**src/rtl/riscv_lsu_pkg.sv**
```systemverilog
// Shared types and constants for the load/store unit.
// Holds FSM states, funct3 encodings and lane count.
package riscv_lsu_pkg;

    localparam int LSU_DATA_WIDTH = 32;
    localparam int BE_WIDTH       = LSU_DATA_WIDTH / 8;

    localparam logic [2:0] F3_B  = 3'b000;
    localparam logic [2:0] F3_H  = 3'b001;
    localparam logic [2:0] F3_W  = 3'b010;
    localparam logic [2:0] F3_BU = 3'b100;
    localparam logic [2:0] F3_HU = 3'b101;

    typedef enum logic [1:0] {
        IDLE,
        REQ,
        WAIT_R,
        DONE
    } lsu_state_t;

endpackage

```
**src/rtl/load_store_unit_if.sv**
```systemverilog
// Data-memory bus: req/gnt request phase, rvalid response.
// master = load/store unit, slave = memory.
interface load_store_unit_if #(
    parameter int ADDR_WIDTH = 32,
    parameter int DATA_WIDTH = 32
);

    logic                    req;
    logic                    we;
    logic [ADDR_WIDTH-1:0]   addr;
    logic [DATA_WIDTH/8-1:0] be;
    logic [DATA_WIDTH-1:0]   wdata;
    logic                    gnt;
    logic                    rvalid;
    logic [DATA_WIDTH-1:0]   rdata;

    modport master (
        output req, we, addr, be, wdata,
        input  gnt, rvalid, rdata
    );

    modport slave (
        input  req, we, addr, be, wdata,
        output gnt, rvalid, rdata
    );

endinterface

```
**src/rtl/lsu_load_align.sv**
```systemverilog
// Load data alignment: shift the bus word down to the
// addressed lane and sign/zero-extend to full width.
module lsu_load_align
    import riscv_lsu_pkg::*;
#(
    parameter int DATA_WIDTH = 32
) (
    input  logic [DATA_WIDTH-1:0] word,
    input  logic [1:0]            offset,
    input  logic [2:0]            funct3,
    output logic [DATA_WIDTH-1:0] data
);

    logic [DATA_WIDTH-1:0] shifted;

    assign shifted = word >> {offset, 3'b000};

    always_comb begin
        data = shifted;
        unique case (funct3)
            F3_B:  data = {{(DATA_WIDTH-8){shifted[7]}}, shifted[7:0]};
            F3_H:  data = {{(DATA_WIDTH-16){shifted[15]}}, shifted[15:0]};
            F3_BU: data = {{(DATA_WIDTH-8){1'b0}}, shifted[7:0]};
            F3_HU: data = {{(DATA_WIDTH-16){1'b0}}, shifted[15:0]};
            default: data = shifted;
        endcase
    end

endmodule

```
**src/rtl/load_store_unit.sv**
```systemverilog
// Data-memory stage: sized loads/stores over a req/gnt/rvalid
// bus, stalling the core while an access is outstanding.
module load_store_unit
    import riscv_lsu_pkg::*;
#(
    parameter int DATA_WIDTH = 32,
    parameter int ADDR_WIDTH = 32
) (
    input  logic                  clk,
    input  logic                  rst_n,
    input  logic                  mem_read,
    input  logic                  mem_write,
    input  logic [2:0]            funct3,
    input  logic [ADDR_WIDTH-1:0] addr,
    input  logic [DATA_WIDTH-1:0] wdata,
    output logic [DATA_WIDTH-1:0] rdata,
    output logic                  busy,
    output logic                  done,
    output logic                  err,
    load_store_unit_if.master     bus
);

    lsu_state_t state_q, state_d;

    logic                  any_req;
    logic                  f3_bad;
    logic                  misalign;
    logic                  bad;
    logic                  idle;
    logic                  start;
    logic [BE_WIDTH-1:0]   be_d;
    logic [DATA_WIDTH-1:0] wdata_d;
    logic [DATA_WIDTH-1:0] load_data;

    logic [ADDR_WIDTH-1:0] addr_q;
    logic                  we_q;
    logic [BE_WIDTH-1:0]   be_q;
    logic [DATA_WIDTH-1:0] wdata_q;
    logic [1:0]            off_q;
    logic [2:0]            f3_q;
    logic [DATA_WIDTH-1:0] rdata_q;

    assign any_req = mem_read | mem_write;
    assign idle    = (state_q == IDLE);

    // Unsigned encodings only make sense for loads.
    always_comb begin
        f3_bad = 1'b1;
        unique case (funct3)
            F3_B, F3_H, F3_W: f3_bad = 1'b0;
            F3_BU, F3_HU:     f3_bad = mem_write;
            default:          f3_bad = 1'b1;
        endcase
    end

    assign misalign = ((funct3[1:0] == 2'b01) & addr[0])
                    | ((funct3[1:0] == 2'b10) & (addr[1:0] != 2'b00));

    assign bad   = (mem_read & mem_write) | f3_bad | misalign;
    assign err   = any_req & idle & bad;
    assign start = any_req & idle & ~bad;

    always_comb begin
        be_d    = '1;
        wdata_d = wdata;
        unique case (funct3[1:0])
            2'b00: begin
                be_d    = BE_WIDTH'(1) << addr[1:0];
                wdata_d = {4{wdata[7:0]}};
            end
            2'b01: begin
                be_d    = BE_WIDTH'(3) << addr[1:0];
                wdata_d = {2{wdata[15:0]}};
            end
            default: begin
                be_d    = '1;
                wdata_d = wdata;
            end
        endcase
    end

    always_comb begin
        state_d = state_q;
        unique case (state_q)
            IDLE:    if (start) state_d = REQ;
            REQ:     if (bus.gnt) state_d = we_q ? DONE : WAIT_R;
            WAIT_R:  if (bus.rvalid) state_d = DONE;
            DONE:    state_d = IDLE;
            default: state_d = IDLE;
        endcase
    end

    always_ff @(posedge clk) begin
        if (!rst_n) state_q <= IDLE;
        else        state_q <= state_d;
    end

    lsu_load_align #(
        .DATA_WIDTH(DATA_WIDTH)
    ) u_align (
        .word  (bus.rdata),
        .offset(off_q),
        .funct3(f3_q),
        .data  (load_data)
    );

    always_ff @(posedge clk) begin
        if (!rst_n) begin
            addr_q  <= '0;
            we_q    <= 1'b0;
            be_q    <= '0;
            wdata_q <= '0;
            off_q   <= '0;
            f3_q    <= '0;
            rdata_q <= '0;
        end else begin
            if (start) begin
                addr_q  <= {addr[ADDR_WIDTH-1:2], 2'b00};
                we_q    <= mem_write;
                be_q    <= be_d;
                wdata_q <= wdata_d;
                off_q   <= addr[1:0];
                f3_q    <= funct3;
            end
            if ((state_q == WAIT_R) && bus.rvalid)
                rdata_q <= load_data;
        end
    end

    assign busy      = start | (state_q == REQ) | (state_q == WAIT_R);
    assign done      = (state_q == DONE);
    assign rdata     = rdata_q;
    assign bus.req   = (state_q == REQ);
    assign bus.we    = we_q;
    assign bus.addr  = addr_q;
    assign bus.be    = be_q;
    assign bus.wdata = wdata_q;

endmodule

```
**src/flat_wrapper.sv**
```systemverilog
// flat-port wrapper written by rule: the top's interface ports become plain ports
module load_store_unit_flat import riscv_lsu_pkg::*;
#(
    parameter int DATA_WIDTH = 32,
    parameter int ADDR_WIDTH = 32
)
  (clk, rst_n, mem_read, mem_write, funct3, addr, wdata, rdata, busy, done, err, bus_req, bus_we, bus_addr, bus_be, bus_wdata, bus_gnt, bus_rvalid, bus_rdata);
  load_store_unit_if #(.ADDR_WIDTH(ADDR_WIDTH), .DATA_WIDTH(DATA_WIDTH)) bus_i ();
  input  logic clk;
  input  logic rst_n;
  input  logic mem_read;
  input  logic mem_write;
  input  logic [2:0] funct3;
  input  logic [ADDR_WIDTH-1:0] addr;
  input  logic [DATA_WIDTH-1:0] wdata;
  output logic [DATA_WIDTH-1:0] rdata;
  output logic busy;
  output logic done;
  output logic err;
  output wire logic [$bits(bus_i.req)-1:0] bus_req;
  output wire logic [$bits(bus_i.we)-1:0] bus_we;
  output wire logic [$bits(bus_i.addr)-1:0] bus_addr;
  output wire logic [$bits(bus_i.be)-1:0] bus_be;
  output wire logic [$bits(bus_i.wdata)-1:0] bus_wdata;
  input wire logic [$bits(bus_i.gnt)-1:0] bus_gnt;
  input wire logic [$bits(bus_i.rvalid)-1:0] bus_rvalid;
  input wire logic [$bits(bus_i.rdata)-1:0] bus_rdata;
  assign bus_req = bus_i.req;
  assign bus_we = bus_i.we;
  assign bus_addr = bus_i.addr;
  assign bus_be = bus_i.be;
  assign bus_wdata = bus_i.wdata;
  assign bus_i.gnt = bus_gnt;
  assign bus_i.rvalid = bus_rvalid;
  assign bus_i.rdata = bus_rdata;
  load_store_unit #(.DATA_WIDTH(DATA_WIDTH), .ADDR_WIDTH(ADDR_WIDTH)) u_core (.clk(clk), .rst_n(rst_n), .mem_read(mem_read), .mem_write(mem_write), .funct3(funct3), .addr(addr), .wdata(wdata), .rdata(rdata), .busy(busy), .done(done), .err(err), .bus(bus_i));
endmodule
```
**config.mk**
```make
export PLATFORM = sky130hd
export DESIGN_NAME = load_store_unit_flat
export DESIGN_NICKNAME = d
export VERILOG_FILES = /design/src/rtl/riscv_lsu_pkg.sv /design/src/rtl/load_store_unit_if.sv /design/src/rtl/lsu_load_align.sv /design/src/rtl/load_store_unit.sv /design/src/flat_wrapper.sv
export SDC_FILE = /design/constraint.sdc
export NUM_CORES = 1
export LEC_CHECK = 0
export CAP_MARGIN = 0
export CORE_ASPECT_RATIO = 0.75
export CORE_MARGIN = 10
export CORE_UTILIZATION = 35
export CTS_CLUSTER_DIAMETER = 150
export DETAILED_ROUTE_END_ITERATION = 10
export PLACE_DENSITY = 0.76
export REMOVE_ABC_BUFFERS = 1
export SYNTH_ARGS = -nofsm -noshare
export SYNTH_HDL_FRONTEND = slang
export SYNTH_SLANG_ARGS = --single-unit
export TNS_END_PERCENT = 5
```
**constraint.sdc**
```tcl
create_clock -name clk -period 1.7 [get_ports clk]
set_clock_uncertainty 0.2 [all_clocks]
set_input_delay 0.17 -clock clk [delete_from_list [all_inputs] [get_ports clk]]
set_output_delay 0.17 -clock clk [all_outputs]
set_load 0.01 [all_outputs]
```
# Yosys cells after proc, flatten, opt, wreduce, memory -nomap -nowiden
# Cells that the tools add are included.
[word_totals] regBits=106 inputBits=105
[op_classes] eq_ne=15 shifts=3 muxes=9 bitwise=13 n_reduce_logical=9
[op_table] cell="one-hot mux 32 bit (4 select lines)" count=1
[op_table] cell="one-hot mux 32 bit (2 select lines)" count=1
[op_table] cell="right shift 32 x 5 -> 32 bit" count=1
[op_table] cell="equality test 3 bit (second input constant)" count=4
[op_table] cell="one-hot mux 2 bit (4 select lines)" count=1
[op_table] cell="one-hot mux 4 bit (2 select lines)" count=1
[op_table] cell="bitwise AND 1 bit" count=6
[op_table] cell="equality test 2 bit (second input constant)" count=3
[op_table] cell="equality test 3 x 1 -> 1 bit (second input constant)" count=2
[op_table] cell="zero test 3 bit" count=2
[op_table] cell="2-to-1 mux 2 bit" count=3
[op_table] cell="bitwise OR 1 bit" count=6
[op_table] cell="equality test 2 x 1 -> 1 bit (second input constant)" count=2
[op_table] cell="zero test 2 bit" count=2
[op_table] cell="inequality test 2 bit (second input constant)" count=2
[op_table] cell="<< shifter 1 x 2 -> 4 bit (first input constant)" count=1
[op_table] cell="<< shifter 2 x 2 -> 4 bit (first input constant)" count=1
[op_table] cell="equality test 3 x 2 -> 1 bit (second input constant)" count=1
[op_table] cell="AND reduction 3 bit" count=1
[op_table] cell="OR reduction 3 bit" count=1
[op_table] cell="inequality test 2 x 1 -> 1 bit (second input constant)" count=1
[op_table] cell="one-hot mux 1 bit (2 select lines)" count=1
[op_table] cell="nonzero test 2 bit" count=1
[op_table] cell="OR reduction 2 bit" count=1
[op_table] cell="3 further kinds" count=3

# Longest topological paths before layout
# Gate-level depths: netlist of the first run.
[depth] word_depth=9 mapped_depth=8 depth_no_buf=5

# Cells and area by module
# A second synthesis of the first run with hierarchy kept.
[unflattened] hier_cells=637 hier_area_um2=5144.9
[by_module_without_submodules] module="load_store_unit" instances=1 cells_per_inst=530 area_per_inst_um2=4450.5 seq_area_each_um2=2122.0
[by_module_without_submodules] module="lsu_load_align" instances=1 cells_per_inst=107 area_per_inst_um2=694.4 seq_area_each_um2=0.0

# Least setup slack after synthesis of the first run
# Ideal clock, no wire load.
[synth_timing] path_kind="flip-flop to output port" startpoint="reg u_core.state_q[0]" endpoint="out busy" arrival_time_ns=1.440 setup_slack_ns=-0.110 path_stages_with_launch=7 path_buffers=2 cell_sequence="dfxtp_1 > inv_1 > ha_1 > o221a_2 > buf_6 > buf_6 > or3_1"
[synth_via] elab_chain_len=5
[synth_lines] item="from (decl)" line="load_store_unit.sv:23" source="lsu_state_t state_q, state_d;"
[synth_lines] item="from (signal assigned)" line="load_store_unit.sv:95" source="else state_q <= state_d;"
[synth_lines] item="zero test 2 bit" line="load_store_unit.sv:44" source="assign idle = (state_q == IDLE);"
[synth_lines] item="bitwise AND 1 bit (2 in a row)" line="load_store_unit.sv:61" source="assign start = any_req & idle & ~bad;"
[synth_lines] item="bitwise OR 1 bit" line="load_store_unit.sv:130" source="assign busy = start | (state_q == REQ) | (state_q == WAIT_R);"
[synth_lines] item="bitwise OR 1 bit (*)" line="load_store_unit.sv:130"
[synth_lines] item="to (decl)" line="flat_wrapper.sv:17" source="output logic busy;"
# Every way passes the cells marked *; elsewhere a longest branch is shown, timed or not.

# Final worst setup path of the first run
# Ends and elaborated chain as after synthesis.

==> results of run 1 <==
-- metrics by stage --
stage                     setup WS, ns  std cells  setup TNS (ns)
after floorplan                 -0.713        526          -49.65
after global placement          -0.761        964          -42.77
after detailed placement        -0.775        964          -45.79
after CTS                       -0.179        984          -0.459
after global routing            -0.242        985           -2.56
final                           -0.163        985          -0.475
-- layer usage --
| layer | vias up | part of all wire | track usage |
|---|---|---|---|
| li1 | 2536 | - | - |
| met1 | 2331 | 0.45 | 0.227 |
| met2 | 168 | 0.46 | 0.259 |
| met3 | 13 | 0.083 | 0.0545 |
| met4 | 0 | 0.0082 | 0.0379 |
| met5 | - | 0 | 0 |
-- power by group through the flow --
stage	registers, mW	logic [mW]	clock network, mW
after floorplan	3.06	0.777	0
final	2.88	2.56	1.94
after global routing	2.91	2.78	2.09
after detailed placement	2.92	2.40	0
after global placement	2.92	2.38	0
after CTS	2.88	2.44	2.01
-- what timing repair did --
item                                    4_1_cts  5_1_grt
hold buffers                                  0        0
gates resized for setup                      41       28
pin swaps                                     3        1
endpoints found under the setup margin       91       66
buffers inserted                              5        0
cloned                                        0        1
-- registers in the layout, summed over array words and instances (netlist names) --
signal,count
u_core.rdata,32
u_core.bus.addr,30
u_core.state_q,2
u_core.bus.we,1
u_core.bus.wdata,32
u_core.off_q,2
u_core.f3_q,3
u_core.bus.be,4
-- kinds of logic after synthesis --
logic type      count (synthesis)
other cells                     1
buf+inv                        61
flops                         106
mux                            42
compound gates                138
simple gates                  225
fa+ha+maj                       5
-- area by class of cell --
type                       count  area (sq um)  share of cell area
clock buffer                  10           229              0.0287
clock inverter                 5          41.3             0.00517
inverter                       8          32.5             0.00407
multi-input combinational    412          2650               0.332
sequential                   106          2130               0.266
tap                          175           219              0.0274
timing repair buffer         269          2690               0.336
-- worst min path at each step --
| stage | start | end | slack (ns) | cells after the start |
|---|---|---|---|---|
| final | rst_n | u_core.bus.be[3]$_SDFFE_PN0P_ | 0.09 | 2 |
| after global routing | rst_n | u_core.bus.be[2]$_SDFFE_PN0P_ | 0.09 | 2 |
| after CTS | rst_n | u_core.bus.be[2]$_SDFFE_PN0P_ | 0.08 | 2 |
| after detailed placement | u_core.bus.addr[21]$_SDFFE_PN0P_ | u_core.bus.addr[21]$_SDFFE_PN0P_ | 0.24 | 2 |
| after global placement | u_core.bus.wdata[6]$_SDFFE_PN0P_ | u_core.bus.wdata[6]$_SDFFE_PN0P_ | 0.23 | 2 |
| after floorplan | addr[10] | u_core.bus.addr[10]$_SDFFE_PN0P_ | 0.10 | 2 |
-- cell usage in the layout, fill, tap and decap left out, types with 5 or more instances in the layout --
| cell | count |
|---|---|
| a21oi_1 | 26 |
| buf_6 | 6 |
| o2111ai_1 | 8 |
| buf_12 | 8 |
| o2bb2ai_1 | 7 |
| o221a_2 | 8 |
| o21ai_1 | 7 |
| buf_4 | 47 |
| o211a_1 | 18 |
| o211ai_1 | 11 |
| dfxtp_2 | 5 |
| o21ai_0 | 29 |
| dfxtp_1 | 101 |
| nand2_1 | 100 |
| mux2_2 | 8 |
| clkdlybuf4s50_1 | 193 |
| mux2i_1 | 32 |
| dlygate4sd2_1 | 7 |
| nand3_1 | 102 |
| a21boi_0 | 7 |
| clkbuf_16 | 10 |
==> impl_metrics.tcl, run 1 <==
set metrics [dict create \
    power.switching_fraction 0.303 \
    cts_made_buffers 9 \
    routed_wire_length_per_instance_microns 17.4 \
    area_share_of_fa_ha_maj_cells_after_synthesis 0.0126 \
    dominantRegCellSynth "dfxtp_1" \
    share_comb_of_total_power 0.347 \
    drt_iter0_markers 282 \
    final_util 0.577 \
    status "finished with violations" \
    path_clk_slew_ns 0.08 \
    worstPathRequired_ns 1.33 \
    hold_path_class "in2reg" \
    clkLatencyLatePin_ns 0.34 \
    timing_worst_setup_path_type "reg2out" \
    cts-root-buf "clkbuf_16" \
    initial_core_util 0.360 \
    layout.nets 916 \
    irDropWorstVdd_mv 0.680 \
    netlist_instances 578 \
    postPlaceCellArea_sq_um 7550 \
    synthSimpleGateAreaFrac 0.207 \
    power.total_mw 7.37 \
    violations_in_the_final_reports "setup timing" \
    grt_start_max_net_pins 51 \
    yosys.cell_count.top_type "dfxtp_1" \
    core_region_area_sq_um 13800 \
    r2r_slack_ns -0.03 \
    die_width_microns 158 \
    placement_rows 37 \
    die_h_microns 123 \
    crit_slowest_cell "or3_4" \
    routed_wirelength_microns 17100 \
    hpwlAfterDp_microns 12800 \
    synth.top_cell.area_share 0.426 \
    critical_path.reg2reg.startpoint "u_core.state_q[1]$_SDFFE_PN0P_" \
    grt_setup_unrepaired "true" \
    synth_top_family_by_area "simple AND/OR/NAND/NOR gates" \
    ys_warn_count 0 \
    synth_compound_area_frac 0.203 \
    clockPowerShare 0.263 \
    setup_slack_ns -0.163 \
    timing.rr.end "u_core.rdata[22]$_SDFFE_PN0P_" \
    delay_of_the_slowest_cell_on_the_worst_path_ns 0.37 \
    yosys.area.top_type "dfxtp_1" \
    vias 5048 \
    fmax_mhz 537 \
    max_cap_viol 0 \
    hold_violations 0 \
    firstDrtPassIters 5 \
    seq_area_frac_synth 0.426 \
    globalRouteTotalUtil 0.169 \
    ant_nets 0 \
    cp_top_family "simple AND/OR/NAND/NOR gates" \
    synth-xor-area-share 0 \
    worst-path-max-fanout 3 \
    floorplan.die_area_sq_um 19400 \
    power.density_cell_area_nw_per_um2 923 \
    cp.buffers_inverters 2 \
    remaining_drc_errors 0 \
    cts_tree "done" \
    layout_min_cycle_time_ns 1.86 \
    ctsLongestPathBuffers 2 \
    io_buffers 207 \
    synth.area.mux_share 0.0915 \
    area_growth_pct 60.5 \
    ys_seq_elements 106 \
    synth_enable_flop_cells 0 \
    netlist-cell-type-count 45 \
    layout.cell_area.non_filler_sq_um 7990 \
    setup.worst_path.start "u_core.state_q[0]$_SDFFE_PN0P_" \
    finalSetupViolCount 11 \
    global_route_wire_length_before_repair_microns 26500 \
    clock_tree.htree_level_count 3 \
    clock-sinks 106 \
    netSwitchingPower_mw 2.24 \
    synth_area_leaders "dfxtp_1 43%, nand3_1 10%, nand2_1 7.6%" \
    critical_path.startpoint_type "flip-flop" \
    intPower_mw 5.14 \
    cp_cell_sequence "inv_4, ha_4, o221a_4, or3_4, buf_6" \
    critical_path.endpoint_type "output port" \
    number_of_antenna_violations_at_the_first_check_in_global_routing 0 \
    critPathArrivalTime_ns 1.49 \
    power_frac_seq 0.391 \
    async_reset_ff_frac 0 \
    n_fill_cell 1256 \
    routed_via_density 5.12 \
    destination_of_the_critical_timing_path "busy" \
    grt_pass1_vias 4689 \
    p_leak_nw 3.40 \
    n_antenna_cell 0 \
    ys_top_cells_by_count "106 x dfxtp_1, 104 x nand3_1, 101 x nand2_1" \
    io_pins 210 \
    reg2regPathDepth 7 \
    proportion_of_layout_cells_with_a_drive_suffix_above_1 0.156 \
    max_slew_violation_count 0 \
    period_share 1.10 \
    path_depth 5 \
    cell_area_after_synthesis_sq_um 4980 \
    global_route.overflow_total 0 \
    postSynthAreaPerCell_sq_um 8.62 \
    routabilityCongestion 0.836 \
    holdWs_ns 0.0923 \
]
(Power assumes the default switching activity.)
==> inputs of run 2 (changes only) <==
- CAP_MARGIN: 0 -> 15
- CTS_BUF_LIST: default -> sky130_fd_sc_hd__clkbuf_8
==> run 2 against run 1 <==
The run still ends with setup timing left. Global-route usage up 0.080 points. Fmax is 1.7% lower. Worst hold slack got worse by 0.034 ns. Critical endpoint unchanged. Sequential cell count stayed put. Sequential share of layout area is essentially flat.
==> impl_metrics.tcl, run 2 (synthesis gave the netlist of run 1 again) <==
set metrics [dict create \
    worstMarginPinSlew_ns 0.696 \
    proportion_of_layout_cells_with_a_drive_suffix_above_1 0.159 \
    power.total_mw 6.88 \
    vias 5123 \
    postPlaceCellArea_sq_um 7550 \
    cts_made_buffers 9 \
    hold_path_class "in2reg" \
    crit_slowest_cell "or3_4" \
    layout_min_cycle_time_ns 1.90 \
    layout.cell_area.non_filler_sq_um 7980 \
    place_worst_setup_slack_ns -0.775 \
    global_route_wire_length_before_repair_microns 26600 \
    share_comb_of_total_power 0.376 \
    drt_iter0_markers 318 \
    max_cap_viol 0 \
    finish.cell_count_without_fillers 987 \
    area_growth_pct 60.3 \
    total_negative_slack_ns -0.784 \
    dp_cells 964 \
    io_buffers 207 \
    die_width_microns 158 \
    timing.rr.end "u_core.rdata[22]$_SDFFE_PN0P_" \
    layout.cells.most_common_list "163 x clkdlybuf4s50_1, 104 x nand3_1, 101 x dfxtp_1" \
    worstPathRequired_ns 1.33 \
    firstDrtPassIters 4 \
    power.density_cell_area_nw_per_um2 862 \
    critical_path.reg2reg.startpoint "u_core.state_q[1]$_SDFFE_PN0P_" \
    n_antenna_cell 0 \
    io_pins 210 \
    r2r_slack_ns -0.06 \
    reg2regPathDepth 7 \
    delay_of_the_slowest_cell_on_the_worst_path_ns 0.37 \
    hpwlAfterDp_microns 12800 \
    critPathArrivalTime_ns 1.53 \
    global_route.overflow_total 0 \
    cp_top_family "simple AND/OR/NAND/NOR gates" \
    holdWs_ns 0.0588 \
    number_of_antenna_violations_at_the_first_check_in_global_routing 0 \
    grt_start_max_net_pins 51 \
    netSwitchingPower_mw 2.20 \
    globalRouteTotalUtil 0.170 \
    violations_in_the_final_reports "setup timing" \
    clockPowerShare 0.205 \
    critical_path.startpoint_type "flip-flop" \
    final_util 0.577 \
    timing.max_slew.rel_slack 0.534 \
    finalSetupViolCount 11 \
    initial_core_util 0.360 \
    routed_wirelength_microns 17700 \
    placement_rows 37 \
    cts-root-buf "clkbuf_8" \
    cp_cell_sequence "inv_4, ha_4, o221a_4, or3_4, buf_6" \
    min_from "rst_n" \
    core_region_area_sq_um 13800 \
    clock_tree.htree_level_count 3 \
    setup_slack_ns -0.196 \
    routed_via_density 5.19 \
    ctsLongestPathBuffers 2 \
    remaining_drc_errors 0 \
    holdBufCountCts 0 \
    grt_pass1_vias 4696 \
    power_frac_seq 0.418 \
    worstHoldPathCells 2 \
    worst-path-max-fanout 3 \
    grt_setup_unrepaired "true" \
    intPower_mw 4.68 \
    die_h_microns 123 \
    routabilityCongestion 0.836 \
    layout.nets 918 \
    timing_worst_setup_path_type "reg2out" \
    critical_path.endpoint_type "output port" \
    ant_nets 0 \
    min_to "u_core.bus.be[3]$_SDFFE_PN0P_" \
    power.switching_fraction 0.320 \
    hold_violations 0 \
    fmax_mhz 527 \
    path_clk_slew_ns 0.11 \
    routed_wire_length_per_instance_microns 17.9 \
    status "finished with violations" \
    period_share 1.12 \
    cp.buffers_inverters 2 \
    irDropWorstVdd_mv 0.664 \
    clkLatencyLatePin_ns 0.36 \
    layout.cells.most_common "clkdlybuf4s50_1" \
    floorplan.die_area_sq_um 19400 \
    max_slew_violation_count 0 \
    clock-sinks 106 \
    cts_tree "done" \
    p_leak_nw 3.89 \
]
==> run 2: cell count changes in the layout (fill, tap and decap cells not counted), moves of 3 or more <==
cell	previous run	this run
a21oi_2	1	4
clkbuf_16	10	2
dlymetal6s2s_1	2	31
clkbuf_8	0	9
a21boi_0	7	4
clkdlybuf4s50_1	193	163
a21boi_1	1	4
==> run 2: final cells by class <==
type                       count  area, sq um
clock inverter                 6         45.0
multi-input combinational    412         2640
timing repair buffer         271         2790
inverter                       8         35.0
fill                        1268         5860
clock buffer                   9          124
sequential                   106         2130
tap                          175          219
==> run 2: power by group through the flow <==
stage | clock [mW] | combinational [mW] | sequential (mW)
5_1_grt | 1.56 | 2.81 | 2.91
4_1_cts | 1.48 | 2.44 | 2.88
3_5_place_dp | 0 | 2.40 | 2.92
3_3_place_gp | 0 | 2.38 | 2.92
2_1_floorplan | 0 | 0.777 | 3.06
6_report | 1.41 | 2.59 | 2.88
==> run 2: layer usage <==
layer  wire length [microns]  share of wire  vias to the layer above  track usage
met4                     169         0.0096                        0       0.0379
met2                    8050           0.46                      165        0.263
met3                    1460          0.083                       14       0.0545
li1                        -              -                     2544            -
met5                       0              0                        -            0
met1                    7980           0.45                     2400        0.227
==> run 2: how the worst max path moves through the flow <==
stage | cells past startpoint | startpoint | slack [ns] | to
floorplan | 3 | u_core.off_q[0]$_SDFFE_PN0P_ | -0.71 | u_core.rdata[10]$_SDFFE_PN0P_
global placement | 5 | funct3[0] | -0.76 | err
detailed placement | 5 | funct3[0] | -0.78 | err
CTS | 4 | u_core.state_q[1]$_SDFFE_PN0P_ | -0.22 | busy
global route | 7 | u_core.state_q[0]$_SDFFE_PN0P_ | -0.29 | err
finish | 5 | u_core.state_q[0]$_SDFFE_PN0P_ | -0.20 | busy
==> run 2: worst register-to-register path, delay by kind of cell (launching register included) <==
kind	cells	cell delay, ns
flip-flops	1	0.36
adder cells (fa/ha/maj)	1	0.17
AO/OA/AOI/OAI	2	0.38
AND/OR/NAND/NOR	1	0.14
buffers and inverters	3	0.43
==> run 2: repair_timing <==
item | 4_1_cts | 5_1_grt
pin swaps | 3 | 2
gates resized for setup | 43 | 62
buffers inserted | 5 | 0
setup endpoints to repair | 91 | 92
gates cloned | 0 | 3
